--- src/rtl/merger_4_feeder_if.sv ---
// Handshake bundle between the two sorted-list FIFOs, the feeder and the bitonic merge network.
// The master side is the feeder; the slave side is the FIFO/network environment.
interface merger_4_feeder_if #(
    parameter int unsigned DATA_WIDTH = 128
);
    localparam int unsigned BLK_W = 4 * DATA_WIDTH;

    logic [BLK_W-1:0] i_a_elems;
    logic             i_a_empty;
    logic             i_a_last;
    logic             o_a_rd;

    logic [BLK_W-1:0] i_b_elems;
    logic             i_b_empty;
    logic             i_b_last;
    logic             o_b_rd;

    logic             i_stall;
    logic [BLK_W-1:0] o_elems;
    logic             o_stall;
    logic             o_switch_output;
    logic             o_last;

    modport master (
        input  i_a_elems, i_a_empty, i_a_last,
        input  i_b_elems, i_b_empty, i_b_last,
        input  i_stall,
        output o_a_rd, o_b_rd,
        output o_elems, o_stall, o_switch_output, o_last
    );

    modport slave (
        output i_a_elems, i_a_empty, i_a_last,
        output i_b_elems, i_b_empty, i_b_last,
        output i_stall,
        input  o_a_rd, o_b_rd,
        input  o_elems, o_stall, o_switch_output, o_last
    );
endinterface

--- src/rtl/merger_4_feeder.sv ---
// Selects the lower-keyed head block of two sorted FWFT lists each cycle and feeds it to the
// 8-input bitonic merge network; an all-ones flush block closes every merge pair.
module merger_4_feeder #(
    parameter int unsigned DATA_WIDTH = 128,
    parameter int unsigned KEY_WIDTH  = 80
) (
    input  logic                  i_clk,
    input  logic                  i_rst_n,
    merger_4_feeder_if.master     bus
);
    localparam int unsigned BLK_W = 4 * DATA_WIDTH;

    typedef enum logic [1:0] {
        ST_MERGE   = 2'd0,
        ST_DRAIN_A = 2'd1,
        ST_DRAIN_B = 2'd2,
        ST_FLUSH   = 2'd3
    } state_t;

    state_t               state;
    logic                 first;
    logic [KEY_WIDTH-1:0] ka;
    logic [KEY_WIDTH-1:0] kb;
    logic                 a_wins_c;
    logic                 pick_a_c;
    logic                 pick_b_c;
    logic                 pick_flush_c;

    assign ka       = bus.i_a_elems[KEY_WIDTH-1:0];
    assign kb       = bus.i_b_elems[KEY_WIDTH-1:0];
    assign a_wins_c = (ka <= kb);

    // Issue decision for this cycle; a raised i_stall suppresses every selection.
    always_comb begin
        pick_a_c     = 1'b0;
        pick_b_c     = 1'b0;
        pick_flush_c = 1'b0;
        case (state)
            ST_MERGE: begin
                if (!bus.i_stall && !bus.i_a_empty && !bus.i_b_empty) begin
                    pick_a_c = a_wins_c;
                    pick_b_c = !a_wins_c;
                end
            end
            ST_DRAIN_A: pick_a_c     = !bus.i_stall && !bus.i_a_empty;
            ST_DRAIN_B: pick_b_c     = !bus.i_stall && !bus.i_b_empty;
            ST_FLUSH:   pick_flush_c = !bus.i_stall;
            default: begin
                pick_a_c     = 1'b0;
                pick_b_c     = 1'b0;
                pick_flush_c = 1'b0;
            end
        endcase
    end

    assign bus.o_a_rd = i_rst_n & pick_a_c;
    assign bus.o_b_rd = i_rst_n & pick_b_c;

    // State, first-of-pair flag and the registered network operand.
    always_ff @(posedge i_clk) begin
        if (!i_rst_n) begin
            state               <= ST_MERGE;
            first               <= 1'b1;
            bus.o_elems         <= '0;
            bus.o_stall         <= 1'b1;
            bus.o_switch_output <= 1'b0;
            bus.o_last          <= 1'b0;
        end else begin
            bus.o_stall <= 1'b1;
            if (pick_a_c) begin
                bus.o_elems         <= bus.i_a_elems;
                bus.o_stall         <= 1'b0;
                bus.o_switch_output <= first;
                bus.o_last          <= 1'b0;
                first               <= 1'b0;
                if (bus.i_a_last) begin
                    state <= (state == ST_DRAIN_A) ? ST_FLUSH : ST_DRAIN_B;
                end
            end else if (pick_b_c) begin
                bus.o_elems         <= bus.i_b_elems;
                bus.o_stall         <= 1'b0;
                bus.o_switch_output <= first;
                bus.o_last          <= 1'b0;
                first               <= 1'b0;
                if (bus.i_b_last) begin
                    state <= (state == ST_DRAIN_B) ? ST_FLUSH : ST_DRAIN_A;
                end
            end else if (pick_flush_c) begin
                bus.o_elems         <= {BLK_W{1'b1}};
                bus.o_stall         <= 1'b0;
                bus.o_switch_output <= first;
                bus.o_last          <= 1'b1;
                first               <= 1'b1;
                state               <= ST_MERGE;
            end
        end
    end
endmodule
--- src/flat_wrapper.sv ---
// flat-port wrapper written by rule: the top's interface ports become plain ports
module merger_4_feeder_flat 
#(
    parameter int unsigned DATA_WIDTH = 128,
    parameter int unsigned KEY_WIDTH  = 80
)
  (i_clk, i_rst_n, bus_i_a_elems, bus_i_a_empty, bus_i_a_last, bus_i_b_elems, bus_i_b_empty, bus_i_b_last, bus_i_stall, bus_o_a_rd, bus_o_b_rd, bus_o_elems, bus_o_stall, bus_o_switch_output, bus_o_last);
  merger_4_feeder_if #(.DATA_WIDTH(DATA_WIDTH)) bus_i ();
  input  logic i_clk;
  input  logic i_rst_n;
  input wire logic [$bits(bus_i.i_a_elems)-1:0] bus_i_a_elems;
  input wire logic [$bits(bus_i.i_a_empty)-1:0] bus_i_a_empty;
  input wire logic [$bits(bus_i.i_a_last)-1:0] bus_i_a_last;
  input wire logic [$bits(bus_i.i_b_elems)-1:0] bus_i_b_elems;
  input wire logic [$bits(bus_i.i_b_empty)-1:0] bus_i_b_empty;
  input wire logic [$bits(bus_i.i_b_last)-1:0] bus_i_b_last;
  input wire logic [$bits(bus_i.i_stall)-1:0] bus_i_stall;
  output wire logic [$bits(bus_i.o_a_rd)-1:0] bus_o_a_rd;
  output wire logic [$bits(bus_i.o_b_rd)-1:0] bus_o_b_rd;
  output wire logic [$bits(bus_i.o_elems)-1:0] bus_o_elems;
  output wire logic [$bits(bus_i.o_stall)-1:0] bus_o_stall;
  output wire logic [$bits(bus_i.o_switch_output)-1:0] bus_o_switch_output;
  output wire logic [$bits(bus_i.o_last)-1:0] bus_o_last;
  assign bus_i.i_a_elems = bus_i_a_elems;
  assign bus_i.i_a_empty = bus_i_a_empty;
  assign bus_i.i_a_last = bus_i_a_last;
  assign bus_i.i_b_elems = bus_i_b_elems;
  assign bus_i.i_b_empty = bus_i_b_empty;
  assign bus_i.i_b_last = bus_i_b_last;
  assign bus_i.i_stall = bus_i_stall;
  assign bus_o_a_rd = bus_i.o_a_rd;
  assign bus_o_b_rd = bus_i.o_b_rd;
  assign bus_o_elems = bus_i.o_elems;
  assign bus_o_stall = bus_i.o_stall;
  assign bus_o_switch_output = bus_i.o_switch_output;
  assign bus_o_last = bus_i.o_last;
  merger_4_feeder #(.DATA_WIDTH(DATA_WIDTH), .KEY_WIDTH(KEY_WIDTH)) u_core (.i_clk(i_clk), .i_rst_n(i_rst_n), .bus(bus_i));
endmodule
--- config.mk ---
export PLATFORM = sky130hd
export DESIGN_NAME = merger_4_feeder_flat
export DESIGN_NICKNAME = d
export VERILOG_FILES = /design/src/rtl/merger_4_feeder_if.sv /design/src/rtl/merger_4_feeder.sv /design/src/flat_wrapper.sv
export SDC_FILE = /design/constraint.sdc
export NUM_CORES = 1
export LEC_CHECK = 0
export ABC_AREA = 0
export BUFFER_PORTS_ARGS = -buffer_cell sky130_fd_sc_hd__buf_2
export CELL_PAD_IN_SITES_DETAIL_PLACEMENT = 1
export CELL_PAD_IN_SITES_GLOBAL_PLACEMENT = 1
export CORE_AREA = 2 2 602 604
export CTS_CLUSTER_SIZE = 16
export DETAILED_ROUTE_END_ITERATION = 16
export DIE_AREA = 0 0 604 606
export PLACE_DENSITY = 0.38
export SETUP_SLACK_MARGIN = 0.1
export SLEW_MARGIN = 20
export SYNTH_ARGS = -nofsm -noshare
export SYNTH_HDL_FRONTEND = slang
export SYNTH_SLANG_ARGS = --single-unit
--- constraint.sdc ---
create_clock -name i_clk -period 3.85 [get_ports i_clk]
set_clock_uncertainty 0.1 [all_clocks]
set_input_delay 0.5775 -clock i_clk [delete_from_list [all_inputs] [get_ports i_clk]]
set_output_delay 0.5775 -clock i_clk [all_outputs]
set_load 0.02 [all_outputs]
==> impl_summary.md, run 1 <==
Run status
The flow ran to the end, and the final reports show no timing, DRC or antenna violations.

Power and ir drop
The reported leakage power is between 20 and 25 nW. The worst-case IR drop observed on VDD is ~0.00032 V. The switching power is 0.006442 W. The proportion of power drawn by the clock network is a little over two fifths.

Dividing total power by cell area gives a power density of 396.0 nW/um^2. Internal power comes to ~0.012 W. Of the total power, registers draw about a third. Net switching is approximately a third of the power. The fraction of power consumed by combinational cells is 25.2%.

Synthesis
Yosys mapped a number of flops with a built-in enable equal to 0. The Yosys step of the flow raised 0 warnings. The net count after synthesis is around 3700.

A synthesized cell averages 8.285 sq um. Summing the sequential cell areas from Yosys gives between 40% and 50% of the chip area. After technology mapping, the gate count stands at between 2000 and 3000. Synthesis instantiated between 40 and 50 different standard cells from the library. The synthesis-stage register bit count is just over 500. The post-synthesis instance area is between 20000 and 25000 sq um. For this run, asynchronously set or reset flops after synthesis account for 0%.

The prevailing post-synth register cell is sky130_fd_sc_hd__dfxtp_1.

Die
The vertical extent of the die is 606 microns. The number of core rows is approximately 220. Measured along the x axis, the die boundary spans ~600 microns. The top-level port count is 1548.

The area inside the core boundary is approximately 360000 sq um. The die covers around 370000 sq um. Once the floorplan was initialized, standard cells occupied between 5 and 6% of the core.

STA
Setup repair after global routing could not meet its margin everywhere. The hold violation total from the final report came to 0. The shortest clock period the worst path allows after layout is between 3000 and 4000 ps.

The highest achievable clock rate is between 0.2 and 0.3 GHz. The normalized max-slew margin is between 20% and 30%. Setup violations remaining at the end of the flow were counted as 0.

The worst path uses between 90% and 100% of the clock period. Adding up every negative setup slack in the final design gives 0 ps. The max-slew violation count is 0. For the pin with the worst max-slew slack, the measured transition is approximately 1200 ps.

Drt
Using the TritonRoute via totals, the vias-per-cell ratio works out to about 3.2. For this run, design rule violations remaining after detail routing come to 0. The pre-antenna-repair detailed-routing pass consisted of 5 iterations. For this block, the initial DRC count from the detailed router was roughly 1400. The count of nets left with antenna violations once routing finished came out at 0. The routed wire length per instance is 28.41 microns.

The via count is around 32000. The sum of routed wire length over all layers is between 200 and 300 mm.

Final layout
The final layout contains between 6000 and 7000 nets. Relative to the synthesized area, the layout overhead comes to 121.1%. The top cell types in the final layout, fill and taps aside, are sky130_fd_sc_hd__buf_2 (1525), sky130_fd_sc_hd__dlygate4sd3_1 (720), sky130_fd_sc_hd__nand2_1 (539). The share of post-route cells with drive strength above 1 is approximately two fifths. After routing the design area is between 40000 and 50000 sq um. The commonest non-fill, non-tap cell in the layout is sky130_fd_sc_hd__buf_2.

GRT
The largest net degree at the start of global routing is approximately 140. The via count of the first global-routing pass is between 30000 and 40000. The initial antenna violation count is between 150 and 200. The first global-routing pass estimated 352.9 mm of wire.

The total global-route track usage is between 10% and 20%. For this run the aggregate overflow at the end of global routing stands at 0.

Worst setup path
The biggest fanout along the worst timing path is 2. The delay of the slowest critical-path stage is ~360 ps. The worst setup path is captured at an output port. The signal on the critical path passes through buf_4 > ha_4 > nand4_1 > and4bb_2 > nand4_1 > buf_4 > buf_6 > nor4_4 > a311oi_4 > o31ai_2 > a21oi_4 > buf_12 > nor2_4 > buf_6. The slowest stage of the critical path belongs to the cell sky130_fd_sc_hd__and4bb_2.

The required time of the worst setup path is 3170 ps. The type of origin of the critical path is a primary input. The type of the setup path with the least slack is primary input to output port. Setup slack on the worst reg-to-reg path comes out at slightly below 700 ps.

The data arrival time of the critical path is 3040 ps.

Placement
The global placement routability congestion is between 0.8 and 0.9. The detailed placement HPWL is ~240 mm. The count of buffers inserted at the top-level ports is about 1500. The placed cell area is around 37000 sq um.

Flow run
Across the run, the number of max-cap violations was 0.

Clocking
The TritonCTS buffer count is 86. The cell at the root of the clock tree is sky130_fd_sc_hd__clkbuf_16. The CTS sink count is ~520. The buffer depth of the longest clock path is 4. After clock tree synthesis, the clock-pin slew on the worst setup and hold paths is 60 ps.

TritonCTS built the clock tree. The H-tree depth is 3. The insertion delay of the later-clocked pin in the worst-skew pair is ~770 ps.

Hold path
The type of the most critical hold path is primary input to flip-flop.
-- cells in the mapped netlist, types with 2 or more instances --
library cell / instances / area share (%)
sky130_fd_sc_hd__o31ai_1: 2 / 0.070
sky130_fd_sc_hd__buf_2: 57 / 1.3
sky130_fd_sc_hd__nor3_1: 3 / 0.070
sky130_fd_sc_hd__o2111ai_1: 2 / 0.081
sky130_fd_sc_hd__nand3_1: 6 / 0.14
sky130_fd_sc_hd__o22ai_1: 512 / 15
sky130_fd_sc_hd__o21a_1: 2 / 0.070
sky130_fd_sc_hd__dfxtp_1: 518 / 48
sky130_fd_sc_hd__a21oi_1: 29 / 0.67
sky130_fd_sc_hd__and4_1: 5 / 0.20
sky130_fd_sc_hd__nand4_1: 12 / 0.35
sky130_fd_sc_hd__o211a_1: 2 / 0.093
sky130_fd_sc_hd__a221oi_1: 5 / 0.20
sky130_fd_sc_hd__o21ai_1: 310 / 7.2
sky130_fd_sc_hd__o221a_2: 2 / 0.10
sky130_fd_sc_hd__o21ai_0: 214 / 5.0
sky130_fd_sc_hd__clkbuf_1: 112 / 2.0
sky130_fd_sc_hd__nor2_1: 14 / 0.24
sky130_fd_sc_hd__nand2_1: 541 / 9.4
sky130_fd_sc_hd__nor4_1: 3 / 0.087
sky130_fd_sc_hd__buf_6: 36 / 1.9
sky130_fd_sc_hd__buf_4: 22 / 0.77
sky130_fd_sc_hd__nor2b_1: 3 / 0.087
sky130_fd_sc_hd__ha_1: 80 / 4.6
sky130_fd_sc_hd__inv_1: 87 / 1.5
sky130_fd_sc_hd__a211oi_1: 4 / 0.14
sky130_fd_sc_hd__a21o_1: 3 / 0.10
-- state kept, by name, summed over array words and instances, names as in the netlist --
| register | count |
|---|---|
| u_core.bus.o_elems | 512 |
| u_core.bus.o_stall | 1 |
| u_core.first | 1 |
| u_core.bus.o_switch_output | 1 |
| u_core.state | 2 |
| u_core.bus.o_last | 1 |
-- area by class of cell --
| class | count | area [sq um] |
|---|---|---|
| Fill cell | 43082 | 312600 |
| Timing Repair Buffer | 2583 | 18020 |
| Sequential cell | 518 | 10370 |
| Multi-Input combinational cell | 1769 | 9960 |
| Tap cell | 4794 | 5998 |
| Clock buffer | 123 | 2512 |
| Inverter | 87 | 331.6 |
| Clock inverter | 30 | 292.8 |
| Antenna cell | 67 | 167.7 |
-- power groups by stage --
stage	Clock, W	Combinational (W)	Sequential, W
after global placement	0	0.00408	0.00619
after floorplan	0	0.000944	0.00661
final	0.00803	0.00476	0.00607
after global routing	0.00857	0.00511	0.00613
after CTS	0.00840	0.00483	0.00608
after detailed placement	0	0.00410	0.00619
-- metal layers --
metal,vias up,GRT usage (%),share of wire [%]
met3,483,6.494,10
met5,-,0,0.16
li1,14423,-,-
met1,15679,16.41,38
met4,72,4.902,3.8
met2,1351,24.84,47
-- metrics by stage --
stage / utilization (%) / hold WS (ps) / instances / power, W / setup WS (ps)
final: 13.23 / 66.75 / 9971 / 0.01887 / 128.7
after CTS: 13.05 / 0.08515 / 9888 / 0.01931 / 85.74
after global routing: 13.21 / 35.12 / 9954 / 0.01980 / 70.72
after global placement: 10.18 / 332.7 / 9007 / 0.01026 / -943.4
after detailed placement: 10.18 / 337.1 / 9007 / 0.01029 / -962.3
after floorplan: - / 388.3 / 2601 / 0.007559 / 390.1
-- critical path, delay by kind of cell --
kind	cells	cell delay (ps)
adder cells (fa/ha/maj)	1	270
AO/OA/AOI/OAI	3	490
buffers and inverters	5	690
AND/OR/NAND/NOR	5	1000
-- path summary, 6_finish.rpt --
kind	startpoint	endpoint	cells past startpoint
max	bus_i_a_elems[78]	bus_o_b_rd	14
max reg2reg	u_core.state[1]	u_core.bus.o_elems[281]	8
min	bus_i_a_elems[200]	u_core.bus.o_elems[200]	3
min reg2reg	u_core.bus.o_elems[95]	u_core.bus.o_elems[95]	2
-- repair_timing --
item                                   in CTS  in global routing
resized for setup                          59                 59
cloned                                      0                  3
setup buffers                               9                 13
pin swaps                                  13                 21
endpoints found under the hold margin     381                  0
hold buffers                              720                  0
setup endpoints to repair                  50                165
-- kinds of logic after synthesis --
family / Yosys count / synth area share [%]
buf+inv: 314 / 7.438
compound gates: 1093 / 28.82
fa+ha+maj: 80 / 4.645
mux: 1 / 0.04645
simple gates: 595 / 10.93
flops: 518 / 48.12
(Power assumes the default switching activity.)
==> run 2, diff against run 1 <==
--- a/config.mk
+++ b/config.mk
@@ -7,7 +7,8 @@
 export LEC_CHECK = 0
 export ABC_AREA = 0
 export BUFFER_PORTS_ARGS = -buffer_cell sky130_fd_sc_hd__buf_2
-export CELL_PAD_IN_SITES_DETAIL_PLACEMENT = 1
+export CAP_MARGIN = 40
+export CELL_PAD_IN_SITES_DETAIL_PLACEMENT = 0
 export CELL_PAD_IN_SITES_GLOBAL_PLACEMENT = 1
 export CORE_AREA = 2 2 602 604
 export CTS_CLUSTER_SIZE = 16
==> impl_summary.md, run 2 (synthesized netlist as in run 1, its figures left out) <==
Final layout
The final non-filler cell total came to 9947 (-0.24%). The library cells used most frequently in the layout, excluding fill and tap cells, are sky130_fd_sc_hd__buf_2 (1537), sky130_fd_sc_hd__dlygate4sd3_1 (721), sky130_fd_sc_hd__nand2_1 (538). The register with the most flip-flops is u_core.bus.o_elems. The number of fillers in the final layout is 41673 (-3.3%).

The library cell used most frequently in the layout, excluding fill and tap cells, is sky130_fd_sc_hd__buf_2. The share of post-route cells with drive strength above 1 was 39.60% (-0.67 points). The number of nets in the layout is 6147 (-0.15%). The flip-flop count of the largest register after layout is 512 (unchanged). The final non-filler cell area came to 47350 sq um (-0.64%). From synthesis to final layout, the design area changed by 119.7%. The largest registers in the layout are u_core.bus.o_elems: 512 flops, u_core.state: 2 flops.

Worst setup path
The type of origin of the critical path is a primary input. The data arrival time of the critical path is 3030 ps (about the same). The critical path in this run is classified as primary input to output port. The endpoint type of the worst setup path is an output port. The number of cell instances on the worst register-to-register path was 8 (unchanged). The required time of the worst setup path is 3170 ps (about the same).

The biggest fanout along the worst timing path was 3 (+1).

Drt
The met3 wirelength from detailed routing is 29.05 mm (+1.2%). The via count is 31640 (-1.1%). The highest layer touched by signal routing is met5. The sum of routed wire length over all layers is 279.3 mm (-1.4%). The DRC violations left is 0 (unchanged). The ratio of routed vias to standard cells is 3.181 (-0.91%). The detailed-routed wire length on met2 is 132.8 mm (-1.1%). The number of iterations in the first detailed-routing pass is 5 (unchanged). The detailed-routing wirelength on met1 was 108.2 mm (-0.74%).

The routed wire length per instance is 28.08 microns (-1.2%). The number of nets still failing antenna checks after routing is 0 (unchanged). The number of design-rule violations left by the first detailed-router iteration is 1878 (+32%).

Clocking
The CTS sink count is 518 (unchanged). The CTS clock-pin slew for the worst setup and hold paths was 50 ps (about the same). The H-tree depth is 3 (unchanged). The cell sitting at the root of the clock tree is a sky130_fd_sc_hd__clkbuf_16.

The buffer depth of the longest clock path was 4 (unchanged). TritonCTS built the clock tree. The insertion delay of the later-clocked pin in the worst-skew pair came to 770 ps (about the same). The TritonCTS buffer count is 84 (-2.3%).

Die
The die footprint was 366000 sq um (unchanged). The top-level port count is 1548 (unchanged). The width of the die is 604 microns (unchanged).

The initial standard-cell utilization of the core came to 5.981% (unchanged). The number of core rows is 221 (unchanged). The area inside the core boundary is 360300 sq um (unchanged). The vertical extent of the die is 606 microns (unchanged).

Power and ir drop
The internal power came to 0.01251 W (+0.70%). The switching power came to 0.006426 W (-0.24%). The largest voltage drop on the vdd net is 0.0002631 V (-18%). The fraction of power consumed by combinational cells is 24.8% (-0.4 points). The share of total power consumed by net switching came to 33.93% (-0.21 points).

The reported leakage power is 21.13 nW (-0.22%). The total power density per cell area is 400.0 nW/um^2 (+1.0%). The proportion of power drawn by the clock network is 43.1% (+0.5 points). The share of power burned in registers is 32.1% (about the same).

STA
The hold violation total from the final report was 0 (unchanged). The setup TNS is 0 ps (unchanged). The max-slew violation count came to 0 (unchanged). The shortest clock period the worst path allows after layout is 3703 ps (-17.80 ps). The highest achievable clock rate is 0.2700 GHz (+0.48%). Setup repair after global routing could not meet its margin everywhere. The worst-case setup margin in the final layout is 146.5 ps (+17.80 ps). The setup-violating endpoint count in the final report was 0 (unchanged).

The worst slack on hold paths was 90.02 ps (+23.27 ps). The normalized max-slew margin is 16.18% (-6.9 points). The transition time at the pin with the least slew margin is 1257 ps (+102.8 ps).

The post-route clock period utilization is 96.19% (-0.46 points).

GRT
The overflow left after global routing came to 0 (unchanged). The via count of the first global-routing pass was 31791 (-5.0%). The initial antenna violation count is 191 (+7.3%). The largest net degree at the start of global routing came to 138 (unchanged). The total global-route track usage is 14.47% (-0.25 points). The first-pass GRT wire length was 345.0 mm (-2.3%).

Placement
The total placed cells including tap cells came to 9008 (+0.011%). The detailed placement HPWL came to 239.8 mm (-1.0%). The worst setup timing slack at the placement stage is -1005 ps (-42.38 ps). The placed cell area is 36690 sq um (about the same). The global placement routability congestion is 0.8964 (unchanged).

The count of buffers inserted at the top-level ports is 1547 (unchanged).

Flow run
The reported max-cap violation count is 0 (unchanged).

Hold path
The path class of the tightest hold or removal check is primary input to flip-flop. The cell depth of the worst min-delay path is 3 (unchanged).

Run status
The run finished with clean final reports.
-- run 2: cell count changes in the layout (fill, tap and decap cells not counted), sizes merged --
cell	delta
buf	-9
bufinv	+5
clkbuf	-8
clkinv	-6
clkinvlp	+1
diode	-7
dlygate4sd3	+1
inv	-1
-- run 2: repair_timing --
action / 4_1_cts / 5_1_grt
hold buffers: 721 / 0
gates cloned: 0 / 4
endpoints found under the setup margin: 155 / 129
pin swaps: 7 / 7
buffers inserted: 5 / 6
hold endpoints to repair: 378 / 0
gates resized for setup: 44 / 23
-- run 2: path summary, 6_finish.rpt --
| check | endpoint | start | slack, ps |
|---|---|---|---|
| hold / removal | u_core.bus.o_elems[20] | bus_i_b_elems[20] | 90 |
| setup / recovery | bus_o_b_rd | bus_i_a_elems[74] | 150 |
| hold reg to reg | u_core.bus.o_elems[82] | u_core.bus.o_elems[82] | 340 |
| setup reg to reg | u_core.bus.o_elems[295] | u_core.state[1] | 730 |
-- run 2: power by group through the flow --
stage	clock network [W]	logic, W	registers [W]
final	0.00817	0.00470	0.00607
after global routing	0.00869	0.00504	0.00612
after CTS	0.00857	0.00480	0.00608
after detailed placement	0	0.00408	0.00619
after global placement	0	0.00408	0.00619
after floorplan	0	0.000944	0.00661
-- run 2: cell type report --
type / instances / area (sq um) / area share, %
diodes: 60 / 150.1 / 0.3171
clock buffers: 114 / 2376 / 5.018
clock inverters: 29 / 404.1 / 0.8535
inverters: 87 / 326.6 / 0.6897
multi-input cells: 1769 / 9779 / 20.65
flip-flops and latches: 518 / 10370 / 21.90
well taps: 4794 / 5998 / 12.67
repair buffers: 2576 / 17940 / 37.90
-- run 2: per-stage QoR --
| step | power [W] | utilization [%] |
|---|---|---|
| final | 0.01894 | 13.14 |
| after global routing | 0.01986 | 13.13 |
| after CTS | 0.01944 | 13.02 |
| after detailed placement | 0.01027 | 10.18 |
| after global placement | 0.01026 | 10.18 |
| after floorplan | 0.007559 | - |
-- run 2: per-layer routing --
metal | vias to the layer above | GRT usage (%)
li1 | 14396 | -
met4 | 78 | 4.574
met5 | - | 0
met2 | 1468 | 24.31
met1 | 15220 | 16.34
met3 | 478 | 6.363
-- run 2: critical path, cell delays in order --
cell and delay [ps]:
sky130_fd_sc_hd__buf_6 110, sky130_fd_sc_hd__ha_4 260, sky130_fd_sc_hd__nand4_1 250, sky130_fd_sc_hd__and4bb_2 430
sky130_fd_sc_hd__nand4_1 90, sky130_fd_sc_hd__buf_4 160, sky130_fd_sc_hd__buf_4 130, sky130_fd_sc_hd__nor2_1 130
sky130_fd_sc_hd__a311oi_2 90, sky130_fd_sc_hd__o31ai_2 300, sky130_fd_sc_hd__a21oi_4 70, sky130_fd_sc_hd__buf_12 140
sky130_fd_sc_hd__nor2_2 130, sky130_fd_sc_hd__buf_6 140
